### src/rtl/mux_scan_sel.sv
// N-channel registered mux with manual select and round-robin scan with per-channel dwell.
// Optional MUX_SCAN_SEL_SYNC_EN adds two-flop synchronisers on en/mode/sel.
module mux_scan_sel #(
  parameter int CHANNELS = 4,
  parameter int WIDTH    = 1,
  parameter int SEL_W    = 2,
  parameter int DWELL_W  = 8
) (
  input  logic                      clk,
  input  logic                      rst_n,
  input  logic                      en,
  input  logic [CHANNELS*WIDTH-1:0] ch_in,
  input  logic [SEL_W-1:0]          sel,
  input  logic                      mode,
  input  logic [DWELL_W-1:0]        dwell,
  output logic [WIDTH-1:0]          y,
  output logic [SEL_W-1:0]          y_ch,
  output logic                      y_valid,
  output logic                      scan_wrap
);

  typedef enum logic [1:0] {IDLE, MANUAL, SCAN} state_t;

  localparam logic [SEL_W:0]   NCH  = (SEL_W+1)'(CHANNELS);
  localparam logic [SEL_W-1:0] LAST = SEL_W'(CHANNELS-1);

  logic             en_c, mode_c;
  logic [SEL_W-1:0] sel_c;

`ifdef MUX_SCAN_SEL_SYNC_EN
  logic [1:0]            en_sq, mode_sq;
  logic [1:0][SEL_W-1:0] sel_sq;

  always_ff @(posedge clk or negedge rst_n) begin
    if (!rst_n) begin
      en_sq   <= '0;
      mode_sq <= '0;
      sel_sq  <= '0;
    end else begin
      en_sq   <= {en_sq[0], en};
      mode_sq <= {mode_sq[0], mode};
      sel_sq  <= {sel_sq[0], sel};
    end
  end

  assign en_c   = en_sq[1];
  assign mode_c = mode_sq[1];
  assign sel_c  = sel_sq[1];
`else
  assign en_c   = en;
  assign mode_c = mode;
  assign sel_c  = sel;
`endif

  state_t             st_q, st_d;
  logic               resume_q, resume_d;
  logic [SEL_W-1:0]   ptr_q, ptr_d, cur_ptr;
  logic [DWELL_W-1:0] cnt_q, cnt_d, cur_cnt, term;
  logic [WIDTH-1:0]   y_q, y_d;
  logic [SEL_W-1:0]   ych_q, ych_d;
  logic               vld_q, vld_d, wrap_q, wrap_d;
  logic               sel_ok, entry;

  function automatic logic [WIDTH-1:0] pick(input logic [SEL_W-1:0] idx);
    logic [WIDTH-1:0] r;
    r = '0;
    for (int i = 0; i < CHANNELS; i++)
      if (idx == SEL_W'(i)) r = ch_in[i*WIDTH +: WIDTH];
    return r;
  endfunction

  always_comb begin
    st_d     = !en_c ? IDLE : (mode_c ? SCAN : MANUAL);
    sel_ok   = {1'b0, sel_c} < NCH;
    // resume_q remembers that the last active mode was SCAN, so an en
    // drop-out resumes the dwell instead of reloading the pointer.
    entry    = (st_d == SCAN) && (st_q != SCAN) && !((st_q == IDLE) && resume_q);
    term     = (dwell == '0) ? '0 : dwell - DWELL_W'(1);
    cur_ptr  = entry ? (sel_ok ? sel_c : '0) : ptr_q;
    cur_cnt  = entry ? '0 : cnt_q;
    y_d      = y_q;
    ych_d    = ych_q;
    vld_d    = 1'b0;
    wrap_d   = 1'b0;
    ptr_d    = ptr_q;
    cnt_d    = cnt_q;
    resume_d = resume_q;
    case (st_d)
      MANUAL: begin
        y_d      = sel_ok ? pick(sel_c) : '0;
        ych_d    = sel_c;
        vld_d    = sel_ok;
        cnt_d    = '0;
        resume_d = 1'b0;
      end
      SCAN: begin
        // The entry edge is itself the first dwell cycle of the loaded channel.
        y_d      = pick(cur_ptr);
        ych_d    = cur_ptr;
        vld_d    = 1'b1;
        resume_d = 1'b1;
        ptr_d    = cur_ptr;
        if (cur_cnt == term) begin
          cnt_d  = '0;
          ptr_d  = (cur_ptr == LAST) ? '0 : cur_ptr + SEL_W'(1);
          wrap_d = (cur_ptr == LAST);
        end else begin
          cnt_d  = cur_cnt + DWELL_W'(1);
        end
      end
      default: ;
    endcase
  end

  always_ff @(posedge clk or negedge rst_n) begin
    if (!rst_n) begin
      st_q     <= IDLE;
      resume_q <= 1'b0;
      ptr_q    <= '0;
      cnt_q    <= '0;
      y_q      <= '0;
      ych_q    <= '0;
      vld_q    <= 1'b0;
      wrap_q   <= 1'b0;
    end else begin
      st_q     <= st_d;
      resume_q <= resume_d;
      ptr_q    <= ptr_d;
      cnt_q    <= cnt_d;
      y_q      <= y_d;
      ych_q    <= ych_d;
      vld_q    <= vld_d;
      wrap_q   <= wrap_d;
    end
  end

  assign y         = y_q;
  assign y_ch      = ych_q;
  assign y_valid   = vld_q;
  assign scan_wrap = wrap_q;

endmodule

### config.mk
export PLATFORM = sky130hd
export DESIGN_NAME = mux_scan_sel
export DESIGN_NICKNAME = d
export VERILOG_FILES = /design/src/rtl/mux_scan_sel.sv
export SDC_FILE = /design/constraint.sdc
export NUM_CORES = 1
export LEC_CHECK = 0
export ABC_AREA = 1
export BUFFER_PORTS_ARGS = -buffer_cell sky130_fd_sc_hd__buf_4
export CAP_MARGIN = 20
export CORE_AREA = 2 2 74 76
export DETAILED_ROUTE_END_ITERATION = 16
export DIE_AREA = 0 0 76 78
export HOLD_SLACK_MARGIN = 0.15
export SLEW_MARGIN = 25
export SYNTH_ARGS = -nofsm -noshare
export SYNTH_HDL_FRONTEND = slang
export SYNTH_SLANG_ARGS = --single-unit
### constraint.sdc
create_clock -name clk -period 3.1 [get_ports clk]
set_clock_uncertainty 0.15 [all_clocks]
set_input_delay 0.155 -clock clk [delete_from_list [all_inputs] [get_ports clk]]
set_output_delay 0.155 -clock clk [all_outputs]
set_load 0.02 [all_outputs]
==> out/qor.yml <==
yosys_register_bits: 18
hold_class: "input pin to async pin"
ir_drop_v: 0.000212
die_area_mm2: 0.00593
worstSkewPairLatency_ps: 250
final_net_count: 279
clock.fmax_mhz: 351
crit_family: "buffers and inverters"
num_vias: 1439
final_common_cell: "nand2_1"
drtIter0Drc: 59
h-tree-depth: 1
die_w_um: 76
seq_area_um2: 450
crit_start: "en"
worst_path_max_delay_cell: "dlygate4sd3_1"
final_cell_mix: "76 x nand2_1, 23 x inv_1, 23 x nand3_1"
tightestPinTransition_ps: 379
viasPerCell: 4.44
cap_violations: 0
route.detailed.drc: 0
grt_pass1_wl_mm: 5.89
cts_tree: "yes"
start_kind: "input pin"
dp.cells: 311
place_congestion: 0.794
grt_pass1_vias: 1370
ant_nets: 0
worst-setup-path-type: "input pin to flip-flop"
synth_top_family_by_area: "simple AND/OR/NAND/NOR gates"
post-route-period-util: 0.918
final-setup-viol-count: 0
syn_to_final_growth_pct: 25.1
n_antenna_cell: 0
root_buffer: "clkbuf_8"
timing.rr.start: "resume_q$_DFFE_PN0P_"
postSynthNetCount: 247
clk_path_buf_depth: 2
synth_cell_types: 27
multiInputGateArea_um2: 877
arrival_ps: 2830
yosysWarnings: 0
rsz0062_at_grt: "no"
avgSynthCellArea_um2: 6.63
postCtsSetupBuffers: 0
max_slew_margin: 0.747
worstPathCellList: "dlygate4sd3_1 > buf_4 > nand2_4 > inv_6 > nand2_4 > nand2_1 > o21ai_2 > inv_1 > ha_1 > a21oi_1 > o21ai_0 > o21ai_0 > dlygate4sd3_1 > nand3_1"
setup_tns_ps: 0
cts_sinks: 18
synth_adder_area_share: 0.0508
netlist_area_mm2: 0.00148
path_buf_inv: 5
cellPowerDensity_mw_per_mm2: 354
final-instance-count-excl-fill: 324
status: "finished clean"
crit_fanout: 13
numCtsBuffers: 3
synth-simple-area-share: 0.440
drive_above_1_share: 0.201
die_y_um: 78
io_pins: 23
yosysSeqAreaShare: 0.305
synth_compound_area_frac: 0.0880
synth_cells: 223
cpPeakStageDelay_ps: 570
grt_usage: 0.118
initial_utilization: 0.293
synthXorXnorAreaFrac: 0.0118
leakagePower_nw: 0.982
antenna_found_initial: 0
io_buffers: 22
worstPathRequired_ps: 3080
dr.pass1.iters: 4
grt_max_degree: 19
min_period_ps: 2850
dp_hpwl_mm: 2.57
finalHoldViolCount: 0
wl_per_cell_um: 10.3
slew_viol_final: 0
final.fill_count: 561
synthMuxAreaShare: 0
core-area_mm2: 0.00504
wl_mm: 3.34
endpoint_kind: "flip-flop"
clk_pin_slew_ps: 70
num_rows: 26
grt-ovfl-total: 0
[routing by layer]
layer / part of all wire / vias to the layer above / global-route usage
met4: 0.0054 / 0 / 0.0218
met2: 0.46 / 27 / 0.211
met1: 0.49 / 639 / 0.152
met5: 0 / - / 0
met3: 0.040 / 2 / 0.0186
li1: - / 771 / -
[stage by stage]
stage                     area, um^2  utilization  total power, mW  setup WS, ps  hold WS [ps]
after global routing            1850        0.367            0.707          28.9           185
after global placement          1700        0.337            0.460           844          -111
after floorplan                 1480            -            0.395          1030          -291
after detailed placement        1700        0.337            0.458           826          -109
after CTS                       1850        0.366            0.663           122           158
final                           1850        0.367            0.655           254           164
[power by group]
group / internal (mW) / switching (mW)
sequential: 0.255 / 0.0105
clock: 0.113 / 0.0756
combinational: 0.0835 / 0.118
total: 0.451 / 0.204
[final cells by class]
class                           instances  share of cell area
Multi-Input combinational cell        169               0.474
Sequential cell                        18               0.243
Timing Repair Buffer                   31               0.138
Inverter                               32              0.0676
Tap cell                               70              0.0473
Clock buffer                            4              0.0297
[cells by family after synthesis]
family | count (synthesis)
xor+xnor | 2
buf+inv | 36
flops | 18
compound gates | 21
simple gates | 140
fa+ha+maj | 6
[flip-flops by register name, summed over array words and instances (netlist names)]
signal and cells:
scan_wrap 1, y_ch 2, cnt_q 8, y 1
y_valid 1, st_q 2, ptr_q 2, resume_q 1
[worst paths after layout]
| path | endpoint | slack, ps | depth (start not counted) |
|---|---|---|---|
| setup reg to reg | y$_DFFE_PN0P_ | 450 | 10 |
| max in group asynchronous | cnt_q[3]$_DFFE_PN0P_ | 2440 | 2 |
| min in group clk | y$_DFFE_PN0P_ | 200 | 5 |
| hold / removal | y_ch[1]$_DFFE_PN0P_ | 160 | 2 |
| setup / recovery | y$_DFFE_PN0P_ | 250 | 14 |
| hold reg to reg | resume_q$_DFFE_PN0P_ | 330 | 2 |
[Yosys cell counts]
master	number	area, um^2
a221o_1	1	10.0
o21a_1	2	15.0
o211ai_2	1	12.5
nand4_1	7	43.8
ha_1	6	75.1
o21ai_1	4	20.0
a21oi_1	6	30.0
nor2_2	1	6.26
nand2_2	4	25.0
clkbuf_1	2	7.51
buf_6	2	22.5
nand3_1	23	115
xor2_1	2	17.5
inv_6	1	8.76
nor2_1	19	71.3
nand2_4	5	56.3
o21bai_1	1	7.51
nor2_4	2	22.5
nand2_1	76	285
inv_1	23	86.3
nor3_1	1	5.00
dfrtp_1	18	450
nor3_2	1	10.0
inv_2	8	30.0
nand3_2	1	10.0
o21ai_0	4	20.0
o211ai_1	2	15.0
[what timing repair did]
action | in CTS | in global routing
setup endpoints to repair | 0 | 1
gates resized for setup | 0 | 2
endpoints found under the hold margin | 28 | 0
hold buffers | 9 | 0
Note: power is estimated with default switching activity, not from simulation.
